**src/rtl/fb_scan_reader.sv**
```systemverilog
// Frame-buffer read initiator: walks one frame in raster order through a single-port sram
// and streams the pixels out with sof/eol/eof markers behind a small prefetch FIFO.
module fb_scan_reader #(
   parameter int DATA_WIDTH = 12,
   parameter int ADDR_WIDTH = 17,
   parameter int H_PIX      = 320,
   parameter int V_PIX      = 240,
   parameter int FIFO_DEPTH = 4
) (
   input  logic                  clk,
   input  logic                  reset,
   input  logic                  start,
   output logic                  busy,
   output logic                  sram_en,
   output logic                  sram_we,
   output logic [ADDR_WIDTH-1:0] sram_addr,
   input  logic [DATA_WIDTH-1:0] sram_data,
   output logic                  pix_valid,
   input  logic                  pix_ready,
   output logic [DATA_WIDTH-1:0] pix_data,
   output logic                  pix_sof,
   output logic                  pix_eol,
   output logic                  pix_eof,
   output logic                  frame_done
);

   localparam int XW = (H_PIX > 1) ? $clog2(H_PIX) : 1;
   localparam int YW = (V_PIX > 1) ? $clog2(V_PIX) : 1;
   localparam int PW = $clog2(FIFO_DEPTH);
   localparam int CW = $clog2(FIFO_DEPTH + 1);

   localparam logic [ADDR_WIDTH-1:0] LAST_ADDR = ADDR_WIDTH'(H_PIX * V_PIX - 1);
   localparam logic [XW-1:0]         X_LAST    = XW'(H_PIX - 1);
   localparam logic [YW-1:0]         Y_LAST    = YW'(V_PIX - 1);
   localparam logic [CW-1:0]         DEPTH_C   = CW'(FIFO_DEPTH);

   typedef enum logic [1:0] {IDLE, FETCH, DRAIN} state_t;

   typedef struct packed {
      logic                  sof;
      logic                  eol;
      logic                  eof;
      logic [DATA_WIDTH-1:0] data;
   } entry_t;

   state_t                  state, state_next;
   logic [ADDR_WIDTH-1:0]   addr;
   logic [XW-1:0]           x;
   logic [YW-1:0]           y;
   logic                    inflight;
   logic                    infl_sof, infl_eol, infl_eof;
   entry_t                  fifo_mem [FIFO_DEPTH];
   entry_t                  head;
   logic [PW-1:0]           wr_ptr, rd_ptr;
   logic [CW-1:0]           count;
   logic [CW-1:0]           occupancy;
   logic                    issue, push, pop, frame_end;
   logic                    frame_done_q;

   // The in-flight read already owns a FIFO slot, so it counts toward occupancy.
   assign occupancy = count + CW'(inflight);
   assign push      = inflight;
   assign pop       = pix_valid & pix_ready;
   assign frame_end = (state == DRAIN) && pop && (count == CW'(1)) && !inflight;

   always_ff @(posedge clk) begin
      if (reset) state <= IDLE;
      else       state <= state_next;
   end

   always_comb begin
      state_next = state;
      issue      = 1'b0;
      case (state)
         IDLE: begin
            if (start) state_next = FETCH;
         end
         FETCH: begin
            if (occupancy < DEPTH_C) begin
               issue = 1'b1;
               if (addr == LAST_ADDR) state_next = DRAIN;
            end
         end
         DRAIN: begin
            if (frame_end) state_next = IDLE;
         end
         default: state_next = IDLE;
      endcase
   end

   always_ff @(posedge clk) begin
      if (reset || (state == IDLE && start)) begin
         addr <= '0;
         x    <= '0;
         y    <= '0;
      end else if (issue && addr != LAST_ADDR) begin
         addr <= addr + ADDR_WIDTH'(1);
         if (x == X_LAST) begin
            x <= '0;
            y <= y + YW'(1);
         end else begin
            x <= x + XW'(1);
         end
      end
   end

   // Markers ride one stage alongside the read so they land in the FIFO with their data.
   always_ff @(posedge clk) begin
      if (reset) begin
         inflight <= 1'b0;
         infl_sof <= 1'b0;
         infl_eol <= 1'b0;
         infl_eof <= 1'b0;
      end else begin
         inflight <= issue;
         infl_sof <= (x == '0) && (y == '0);
         infl_eol <= (x == X_LAST);
         infl_eof <= (x == X_LAST) && (y == Y_LAST);
      end
   end

   always_ff @(posedge clk) begin
      if (push) fifo_mem[wr_ptr] <= '{sof: infl_sof, eol: infl_eol, eof: infl_eof, data: sram_data};
   end

   always_ff @(posedge clk) begin
      if (reset) begin
         wr_ptr <= '0;
         rd_ptr <= '0;
         count  <= '0;
      end else begin
         if (push) wr_ptr <= wr_ptr + PW'(1);
         if (pop)  rd_ptr <= rd_ptr + PW'(1);
         case ({push, pop})
            2'b10:   count <= count + CW'(1);
            2'b01:   count <= count - CW'(1);
            default: count <= count;
         endcase
      end
   end

   always_ff @(posedge clk) begin
      if (reset) frame_done_q <= 1'b0;
      else       frame_done_q <= frame_end;
   end

   // Head fields are masked while empty so the stream reads all-zero out of reset.
   assign head       = fifo_mem[rd_ptr];
   assign pix_valid  = (count != '0);
   assign pix_data   = pix_valid ? head.data : '0;
   assign pix_sof    = pix_valid & head.sof;
   assign pix_eol    = pix_valid & head.eol;
   assign pix_eof    = pix_valid & head.eof;
   assign busy       = (state != IDLE);
   assign sram_en    = issue;
   assign sram_we    = 1'b0;
   assign sram_addr  = addr;
   assign frame_done = frame_done_q;

endmodule

```
**config.mk**
```make
export PLATFORM = sky130hd
export DESIGN_NAME = fb_scan_reader
export DESIGN_NICKNAME = d
export VERILOG_FILES = /design/src/rtl/fb_scan_reader.sv
export SDC_FILE = /design/constraint.sdc
export NUM_CORES = 1
export LEC_CHECK = 0
export BUFFER_PORTS_ARGS = -buffer_cell sky130_fd_sc_hd__buf_2
export CORE_AREA = 4 4 96 98
export DETAILED_ROUTE_END_ITERATION = 12
export DIE_AREA = 0 0 100 102
export MAX_ROUTING_LAYER = met4
export PLACE_DENSITY = 0.87
export SYNTH_ARGS = -nofsm -noshare
export SYNTH_HDL_FRONTEND = slang
export SYNTH_SLANG_ARGS = --single-unit
```
**constraint.sdc**
```tcl
create_clock -name clk -period 2.5 [get_ports clk]
set_input_delay 0 -clock clk [delete_from_list [all_inputs] [get_ports clk]]
set_output_delay 0 -clock clk [all_outputs]
set_load 0.02 [all_outputs]
```
# Word level (Yosys, flattened, before mapping)

Memories as Yosys holds them, arrays and structs flattened. A register that Yosys moved wholly into a read port is not among the register bits.
Index checks and enable logic that the tools add are counted.

Add/sub/neg operators: 8
Order comparisons: 1
Equality and inequality tests: 13
Mux-type cells: 14
Bitwise logic cells: 4
Reduce and logical (&&, ||, !) cells: 17

Operator list:

| operator                                       | count |
|---|---|
| adder 17 x 1 -> 17 bit (second input constant) | 1 |
| == test 17 bit (second input constant)         | 1 |
| inequality test 17 bit (second input constant) | 1 |
| two-way mux 12 bit                             | 1 |
| two-way mux 2 bit                              | 6 |
| adder 9 x 1 -> 9 bit (second input constant)   | 1 |
| == test 9 bit (second input constant)          | 1 |
| zero test 9 bit                                | 1 |
| two-way mux 9 bit                              | 1 |
| adder 8 x 1 -> 8 bit (second input constant)   | 1 |
| == test 8 bit (second input constant)          | 1 |
| zero test 8 bit                                | 1 |
| inequality test 2 bit (second input constant)  | 4 |
| logical AND 1 bit                              | 7 |
| one-hot mux 2 bit (3 select lines)             | 1 |
| one-hot mux 3 bit (2 select lines)             | 1 |
| adder 2 x 1 -> 2 bit (second input constant)   | 2 |
| AND 1 bit                                      | 4 |
| == test 2 x 1 -> 1 bit (second input constant) | 2 |
| == test 2 bit (second input constant)          | 2 |
| two-way mux 1 bit                              | 4 |
| AND reduction 4 bit                            | 1 |
| nonzero test 2 bit                             | 2 |
| adder 3 x 1 -> 3 bit                           | 1 |
| other kinds (9)                                | 9 |

Register bits after elaboration: 48
Bits in writable memories: 60
Bits of input ports: 16
Output and inout bits: 37
Logic and storage cells: 70
Memories kept: 1

Memories:

| memory   | words | width | read ports | clocked after memory_dff | write ports | RTL line | RTL |
|---|---|---|---|---|---|---|---|
| fifo_mem | 4     | 15    | 1          | 1                        | 1           | 52       | `entry_t fifo_mem [FIFO_DEPTH];` |

# Longest topological paths before layout

Gate-level depths: netlist of run 1.

Depth in word-level cells: 7
Mapped depth: 8
Depth with buffers taken out: 8

# Least setup slack after synthesis of run 1

OpenSTA, ideal clock, no wires.

Path type: register to register
Start: register x[0]
End: register y[7]
Setup time: 70 ps
Data arrival time: 2,169 ps
Data required time: 2,430 ps
Path slack: 261 ps
Cell stages (with the launch flop): 8
Path buffers: 1
Clock period less this slack: 2,239 ps
Path through: dfxtp_1 > ha_1 > nand4_1 > or4_1 > buf_2 > or3_4 > or4_1 > a21oi_1

Word-level cells in the longest chain between the ends: 2

RTL lines:

| item                          | RTL line | RTL |
|---|---|---|
| from (decl)                   | 48       | `logic [XW-1:0] x;` |
| from (signal assigned)        | 102      | `x <= x + XW'(1);` |
| == test 9 bit                 | 98       | `if (x == X_LAST) begin` |
| AND reduction 2 bit (no line) | -        |  |
| to (signal assigned)          | 100      | `y <= y + YW'(1);` |
| to (decl)                     | 49       | `logic [YW-1:0] y;` |

Every way passes these cells.
A chain may end at the register's enable or synchronous reset.

# Worst setup path in the final report of run 1

Same ends and word-level chain as after synthesis.

==> results.json, run 1 <==
{
  "place_area_sq_um": 5130,
  "via_per_inst": 5.67,
  "fin_nets": 490,
  "synthTopCellsByArea": "edfxtp_1 (38%), dfxtp_1 (21%), mux4_2 (7.1%), ha_1 (3.7%), and2_1 (2.8%)",
  "min_path_cells": 4,
  "p_leak_nw": 2.00,
  "antenna_found_initial": 0,
  "synth_area_sq_um": 4740,
  "cp-end-kind": "flip-flop",
  "slowest_stage": "or4_1",
  "grt_pass1_wl_um": 15500,
  "period_share": 0.921,
  "area_delta_synth_final_pct": 15.3,
  "reg2reg_from": "x[0]$_SDFFE_PP0P_",
  "die_w_um": 100,
  "finalHoldViolCount": 0,
  "crit_top_cell": "or4_1",
  "tightest_slew_ps": 866,
  "rr_worst_depth": 6,
  "timing.fmax_ghz": 0.435,
  "firstDrtPassIters": 4,
  "maxSlewHeadroom": 0.423,
  "avgSynthCellArea_sq_um": 12.1,
  "slew_viol_final": 0,
  "ff2ff_setup_slack_ps": 200,
  "place_congestion": 0.875,
  "grt_max_degree": 28,
  "synth_nets": 422,
  "ys_seq_area_frac": 0.591,
  "wl_um": 8990,
  "final_cells": 573,
  "synth.most_common_cell": "edfxtp_1",
  "diodes": 0,
  "synth_cell_types": 43,
  "hold_buffers": 14,
  "cts_tree": "done",
  "start_util": 0.560,
  "ys_async_sr_fraction": 0,
  "cts_num_sinks": 110,
  "num_vias": 3249,
  "hp-start": "pix_ready",
  "r2r_end": "y[7]$_SDFFE_PP0P_",
  "final.setup_skew_ps": 14.9,
  "cts_made_buffers": 9,
  "status": "completed",
  "ios": 53,
  "synth_largest_area_cell": "edfxtp_1",
  "hold_end": "frame_done$_SDFF_PP0_",
  "track_usage": 0.198,
  "maxCapViolCount": 0,
  "synthTopCellsByCount": "edfxtp_1 (60), dfxtp_1 (50), nand2_1 (26), nor2_1 (26), a21oi_1 (25)",
  "cts_max_path_buffers": 2,
  "crit_type": "flip-flop to flip-flop",
  "wl_per_cell_um": 15.7,
  "cp_slowest_stage_delay_ps": 480,
  "period_needed_ps": 2300,
  "cp.arrival_ps": 2610,
  "power_density_nw_per_um2": 753,
  "worst_hold_path_type": "input port to flip-flop",
  "place_inst": 543,
  "cts-resized-gates": 0,
  "final_area_sq_um": 5470,
  "synth-edff-count": 60,
  "yosys_warnings": 0,
  "drt_first_iter_violations": 114,
  "drive_gt1_frac": 0.213,
  "coreArea_sq_um": 8470,
  "postCtsSetupBuffers": 0,
  "grt_pass1_vias": 3265,
  "hpwl_um": 6080,
  "crit_path_start_kind": "flip-flop",
  "finalSetupTns_ps": 0,
  "irDropWorstVdd_v": 0.000349,
  "synthFlopType": "edfxtp_1",
  "grt-ovfl-total": 0,
  "finalSetupViolCount": 0,
  "rsz0062_at_grt": "false",
  "path_cells": "ha_1, nand4_1, or4_1, or3_4, or4_1, a21oi_1",
  "fillers": 626,
  "ys_ff_latch": 110,
  "cp_max_fo": 4,
  "synth_top_area_frac": 0.380,
  "syn_inst": 392,
  "htree_levels": 3,
  "rows": 34,
  "cp.required_ps": 2810,
  "clockRootBuffer": "clkbuf_8",
  "worstSkewPairLatency_ps": 380,
  "drc_errors": 0,
  "ant_nets": 0,
  "dieArea_sq_um": 10200,
  "die_h_um": 102,
  "clkSlewWorstSetupHoldPaths_ps": 110,
  "io_buffers": 51
}
final cells by class:
cell class | count | area (sq um) | share of cell area
flip-flops and latches | 110 | 2800 | 0.512
multi-input cells | 251 | 1820 | 0.332
repair buffers | 75 | 470 | 0.0860
well taps | 108 | 135 | 0.0247
clock buffers | 9 | 124 | 0.0226
clock inverters | 7 | 76.3 | 0.0139
inverters | 13 | 48.8 | 0.00892
through the flow:
stage / power [W] / worst slack [ps] / util / hold WS, ps
4_1_cts: 0.00417 / 208 / 0.646 / 40.3
5_1_grt: 0.00435 / 51.3 / 0.646 / 43.8
6_report: 0.00412 / 199 / 0.646 / 54.7
2_1_floorplan: 0.00278 / 261 / - / 98.9
3_3_place_gp: 0.00305 / 310 / 0.606 / 212
3_5_place_dp: 0.00308 / 244 / 0.606 / 223
layer usage:
metal / GRT usage / vias to the layer above / wire [um]
li1: - / 1587 / -
met1: 0.241 / 1572 / 3800
met2: 0.335 / 84 / 4600
met3: 0.0328 / 6 / 504
met4: 0.0756 / 0 / 85
met5: - / - / 0
flip-flops by register name, summed over array words and instances (netlist names), named ones only:
name and flops:
fifo_mem 60, infl_eol 1, frame_done 1, state 2
x 9, infl_sof 1, infl_eof 1, rd_ptr 2
wr_ptr 2, y 8, count 3, inflight 1
sram_addr 17
power by group:
part	switching (W)	leakage (nW)	internal [W]
logic	0.000564	0.952	0.000444
registers	0.0000584	0.949	0.00197
clock network	0.000671	0.104	0.000408
total	0.00129	2.00	0.00283
kinds of logic (layout without fill, tap and decap cells):
logic type      count (synthesis)  after routing  share of synthesized area
simple gates                  152            152                      0.178
flops                         110            110                      0.591
compound gates                 52             52                     0.0633
buf+inv                        31            104                     0.0266
mux                            19             19                     0.0796
fa+ha+maj                      14             14                     0.0369
xor+xnor                       13             13                     0.0240
other cells                     1              1                   0.000790
critical path: cells and delay by family (launching register included):
| family | cells | cell delay (ps) |
|---|---|---|
| AOI/OAI and AO/OA | 1 | 150 |
| adders and majority gates | 1 | 220 |
| DFF | 1 | 390 |
| and+or+nand+nor | 4 | 1470 |
cell usage in the layout (no fill, tap or decap), drive strengths merged, types with 6 or more instances in the layout:
cell         netlist  final
a21oi             25     25
and2              21     21
buf                6     61
clkbuf            12      9
dfxtp             50     50
dlygate4sd3        0     14
edfxtp            60     60
ha                14     14
inv               13     20
mux4              15     15
nand2             27     27
nand3             15     15
nand4             11     11
nor2              26     26
nor4               9      9
o21ai             12     12
or3               13     13
or4               10     10
xnor2              6      6
xor2               7      7
worst max path at each step:
stage	from	end
after floorplan	x[0]$_SDFFE_PP0P_	y[7]$_SDFFE_PP0P_
after global placement	x[0]$_SDFFE_PP0P_	y[7]$_SDFFE_PP0P_
after detailed placement	x[1]$_SDFFE_PP0P_	y[7]$_SDFFE_PP0P_
after CTS	x[1]$_SDFFE_PP0P_	y[7]$_SDFFE_PP0P_
after global routing	sram_addr[0]$_SDFFE_PP0P_	sram_addr[14]$_SDFFE_PP0P_
final	x[0]$_SDFFE_PP0P_	y[7]$_SDFFE_PP0P_
Note: power is estimated with default switching activity, not from simulation.
==> run 2: changes to the inputs <==
- MAX_ROUTING_LAYER: met4 -> not set
==> results.json, run 2 (synthesized netlist as in run 1, its figures left out) <==
{
  "cp_slowest_stage_delay_ps": 480,
  "fin_nets": 490,
  "rows": 34,
  "path_cells": "ha_1, nand4_1, or4_1, or3_4, or4_1, a21oi_1",
  "layout_commonest_cell": "edfxtp_1",
  "cts_made_buffers": 9,
  "power_density_nw_per_um2": 753,
  "status": "completed",
  "tightest_slew_ps": 856,
  "wl_um": 8970,
  "cp.required_ps": 2810,
  "cts_max_path_buffers": 2,
  "maxCapViolCount": 0,
  "drc_errors": 0,
  "firstDrtPassIters": 4,
  "slew_viol_final": 0,
  "finalHoldViolCount": 0,
  "ios": 53,
  "highest_layer": "met4",
  "die_h_um": 102,
  "pwr-share-clk": 0.262,
  "drt_first_iter_violations": 140,
  "dr_wl_met3_um": 484,
  "num_vias": 3262,
  "clkSlewWorstSetupHoldPaths_ps": 110,
  "grt_pass1_wl_um": 15500,
  "switching_share": 0.314,
  "period_share": 0.922,
  "finalSetupTns_ps": 0,
  "period_needed_ps": 2300,
  "final.setup_skew_ps": 15.0,
  "slowest_stage": "or4_1",
  "p_total_w": 0.00412,
  "postCtsSetupBuffers": 0,
  "power_frac_seq": 0.493,
  "cts_num_sinks": 110,
  "rsz0062_at_grt": "false",
  "finalSetupViolCount": 0,
  "wl_met1_um": 3840,
  "place_inst": 543,
  "antenna_found_initial": 0,
  "crit_path_start_kind": "flip-flop",
  "cp_max_fo": 4,
  "dieArea_sq_um": 10200,
  "area_delta_synth_final_pct": 15.3,
  "cp.arrival_ps": 2620,
  "io_buffers": 51,
  "worstSkewPairLatency_ps": 380,
  "top_register": "fifo_mem",
  "worst_hold_path_type": "input port to flip-flop",
  "mostFrequentLayoutCells": "edfxtp_1 (60), buf_2 (51), dfxtp_1 (50)",
  "crit_type": "flip-flop to flip-flop",
  "via_per_inst": 5.69,
  "drive_gt1_frac": 0.213,
  "cp-end-kind": "flip-flop",
  "timing.fmax_ghz": 0.434,
  "ant_nets": 0,
  "switching_power_w": 0.00130,
  "start_util": 0.560,
  "die_w_um": 100,
  "wl_per_cell_um": 15.7,
  "cts_tree": "done",
  "met2_length_um": 4550,
  "crit_top_cell": "or4_1",
  "place_congestion": 0.861,
  "intPower_w": 0.00283,
  "hpwl_um": 6080,
  "irDropWorstVdd_v": 0.000350,
  "grt_max_degree": 28,
  "diodes": 0,
  "clockRootBuffer": "clkbuf_8",
  "coreArea_sq_um": 8470,
  "track_usage": 0.192,
  "htree_levels": 3,
  "grt-ovfl-total": 0,
  "grt_pass1_vias": 3274,
  "final_cells": 573,
  "largest_reg_flops": 60,
  "p_leak_nw": 2.00,
  "comb_power_share": 0.245,
  "maxSlewHeadroom": 0.429
}
-- run 2: cell counts in the layout (fill, tap and decap cells not counted) --
Identical to the previous run, type by type.
-- run 2: power by group through the flow --
stage	registers, W	clock network (W)	logic, W
after floorplan	0.00205	0	0.000730
after global placement	0.00207	0	0.000979
after detailed placement	0.00208	0	0.00100
after CTS	0.00203	0.00111	0.00102
after global routing	0.00204	0.00119	0.00112
final	0.00203	0.00108	0.00101
-- run 2: final cells by class --
type / count / area, sq um
fillers: 626 / 2990
flip-flops and latches: 110 / 2800
multi-input cells: 251 / 1820
repair buffers: 75 / 470
well taps: 108 / 135
clock buffers: 9 / 124
clock inverters: 7 / 76.3
inverters: 13 / 48.8
-- run 2: worst max-delay path: cells and delay by family (launching register included) --
kind | cells | cell delay [ps]
adder cells (fa/ha/maj) | 1 | 220
AND/OR/NAND/NOR | 4 | 1480
flip-flops | 1 | 390
AO/OA/AOI/OAI | 1 | 150
-- run 2: layer usage --
| layer | track usage | vias to the layer above |
|---|---|---|
| met5 | 0 | - |
| met3 | 0.0341 | 8 |
| met2 | 0.336 | 83 |
| met4 | 0.0756 | 0 |
| li1 | - | 1592 |
| met1 | 0.239 | 1579 |
-- run 2: metrics by stage --
stage	util	hold WS [ps]	worst slack (ps)	instance area, sq um
5_1_grt	0.646	43.8	49.3	5470
6_report	0.646	49.0	196	5470
2_1_floorplan	-	98.9	261	4740
3_5_place_dp	0.606	223	244	5130
4_1_cts	0.646	40.3	208	5470
3_3_place_gp	0.606	212	310	5130
-- run 2: final timing paths --
check | start | end | slack, ps | depth (start not counted)
max | x[0]$_SDFFE_PP0P_ | y[7]$_SDFFE_PP0P_ | 200 | 6
min | pix_ready | frame_done$_SDFF_PP0_ | 50 | 4
max reg2reg | x[0]$_SDFFE_PP0P_ | y[7]$_SDFFE_PP0P_ | 200 | 6
min reg2reg | infl_sof$_SDFF_PP0_ | fifo_mem[2][14]$_DFFE_PP_ | 480 | 0
-- run 2: timing repair --
item / 4_1_cts / 5_1_grt
resized for setup: 0 / 0
hold buffers: 14 / 0
hold endpoints to repair: 55 / 0
endpoints found under the setup margin: 0 / 0
==> run 3: changes to the inputs <==
- CORE_AREA: 4 4 96 98 -> 4 4 94 96
- CTS_BUF_LIST: not set -> sky130_fd_sc_hd__clkbuf_2 sky130_fd_sc_hd__clkbuf_4 sky130_fd_sc_hd__clkbuf_8
- DIE_AREA: 0 0 100 102 -> 0 0 98 100
- PLACE_DENSITY: 0.87 -> 0.9
==> results.json, run 3 (synthesized netlist as in run 1, its figures left out) <==
{
  "cp_slowest_stage_delay_ps": 470,
  "final.setup_skew_ps": 8.22,
  "antenna_found_initial": 0,
  "area_delta_synth_final_pct": 15.2,
  "p_total_w": 0.00415,
  "top_register": "fifo_mem",
  "timing.fmax_ghz": 0.438,
  "hold_end": "frame_done$_SDFF_PP0_",
  "crit_top_cell": "or4_1",
  "tightest_slew_ps": 813,
  "cp.required_ps": 2800,
  "fillers": 576,
  "period_share": 0.913,
  "crit_path_start_kind": "flip-flop",
  "cp_max_fo": 4,
  "cts-resized-gates": 0,
  "cts_max_path_buffers": 2,
  "grt-ovfl-total": 0,
  "largest_reg_flops": 60,
  "cp.arrival_ps": 2580,
  "cts_made_buffers": 9,
  "die_w_um": 98,
  "crit_buf_inv": 0,
  "cts_num_sinks": 110,
  "die_h_um": 100,
  "met2_length_um": 4730,
  "reg2reg_from": "x[1]$_SDFFE_PP0P_",
  "maxCapViolCount": 0,
  "ff2ff_setup_slack_ps": 220,
  "cpLargestDelayFamily": "simple AND/OR/NAND/NOR gates",
  "worst_hold_path_type": "input port to flip-flop",
  "drc_errors": 0,
  "place_congestion": 0.837,
  "num_vias": 3290,
  "period_needed_ps": 2280,
  "drt_first_iter_violations": 142,
  "r2r_end": "y[7]$_SDFFE_PP0P_",
  "via_per_inst": 5.78,
  "dieArea_sq_um": 9800,
  "place_inst": 539,
  "io_buffers": 51,
  "finalSetupViolCount": 0,
  "clkSlewWorstSetupHoldPaths_ps": 100,
  "power_density_nw_per_um2": 759,
  "slowest_stage": "or4_1",
  "diodes": 0,
  "fin_nets": 489,
  "finalHoldViolCount": 0,
  "p_leak_nw": 1.99,
  "coreArea_sq_um": 8050,
  "start_util": 0.589,
  "final_cells": 569,
  "worstSkewPairLatency_ps": 370,
  "crit_type": "flip-flop to flip-flop",
  "irDropWorstVdd_v": 0.000315,
  "path_cells": "ha_1, nand4_1, or4_1, or3_4, or4_1, a21oi_1",
  "htree_levels": 3,
  "finalSetupTns_ps": 0,
  "cts_tree": "done",
  "firstDrtPassIters": 5,
  "clockRootBuffer": "clkbuf_8",
  "grt_pass1_wl_um": 15600,
  "grt_pass1_vias": 3299,
  "wl_met1_um": 3780,
  "rows": 33,
  "highest_layer": "met4",
  "rr_worst_depth": 6,
  "maxSlewHeadroom": 0.458,
  "hp-start": "pix_ready",
  "seqCellArea_sq_um": 2800,
  "grt_max_degree": 28,
  "dr_wl_met3_um": 596,
  "cp-end-kind": "flip-flop",
  "ios": 53,
  "min_path_cells": 4,
  "slew_viol_final": 0,
  "layout_commonest_cell": "edfxtp_1",
  "mostFrequentLayoutCells": "edfxtp_1 (60), buf_2 (51), dfxtp_1 (50)",
  "multi_input_area_sq_um": 1820,
  "rsz0062_at_grt": "false",
  "drive_gt1_frac": 0.211,
  "wl_um": 9280,
  "finalCoreUtilization": 0.679,
  "track_usage": 0.197,
  "status": "completed",
  "ant_nets": 0,
  "hpwl_um": 6370,
  "wl_per_cell_um": 16.3
}
## run 3: worst max-delay path by stage
stage / start / to / slack (ps) / depth (start not counted)
CTS: x[1]$_SDFFE_PP0P_ / y[7]$_SDFFE_PP0P_ / 210 / 6
floorplan: x[0]$_SDFFE_PP0P_ / y[7]$_SDFFE_PP0P_ / 260 / 7
finish: x[1]$_SDFFE_PP0P_ / y[7]$_SDFFE_PP0P_ / 220 / 6
detailed placement: x[0]$_SDFFE_PP0P_ / y[7]$_SDFFE_PP0P_ / 220 / 6
global route: x[1]$_SDFFE_PP0P_ / y[6]$_SDFFE_PP0P_ / 70 / 6
global placement: x[0]$_SDFFE_PP0P_ / y[7]$_SDFFE_PP0P_ / 300 / 6
## run 3: cell type report
cell class | count | area share
Clock buffer | 9 | 0.0227
Sequential cell | 110 | 0.513
Multi-Input combinational cell | 251 | 0.332
Tap cell | 105 | 0.0240
Clock inverter | 7 | 0.0151
Inverter | 13 | 0.00892
Timing Repair Buffer | 74 | 0.0847
## run 3: what timing repair did
item,in CTS,in global routing
endpoints found under the hold margin,52,0
buffers inserted,0,0
hold buffers,14,0
## run 3: layer usage
layer  track usage  vias up
li1              -     1590
met1         0.242     1564
met2         0.346      118
met3        0.0368       18
met4        0.0767        0
met5             0        -
## run 3: metrics by stage
step	hold WS [ps]	setup WS, ps	cell area (sq um)
global placement	212	303	5120
finish	45.3	216	5470
global route	54.0	66.8	5470
floorplan	98.9	261	4740
CTS	27.7	209	5470
detailed placement	219	217	5120
## run 3: power by group
| part | switching, W | internal [W] |
|---|---|---|
| sequential | 0.0000667 | 0.00197 |
| combinational | 0.000570 | 0.000448 |
| clock | 0.000618 | 0.000477 |
| total | 0.00125 | 0.00290 |
## run 3: tightest hold or removal path: stages
cell and delay, ps:
buf_2 110, nand2_1 60, or4_1 130, nor4b_1 70
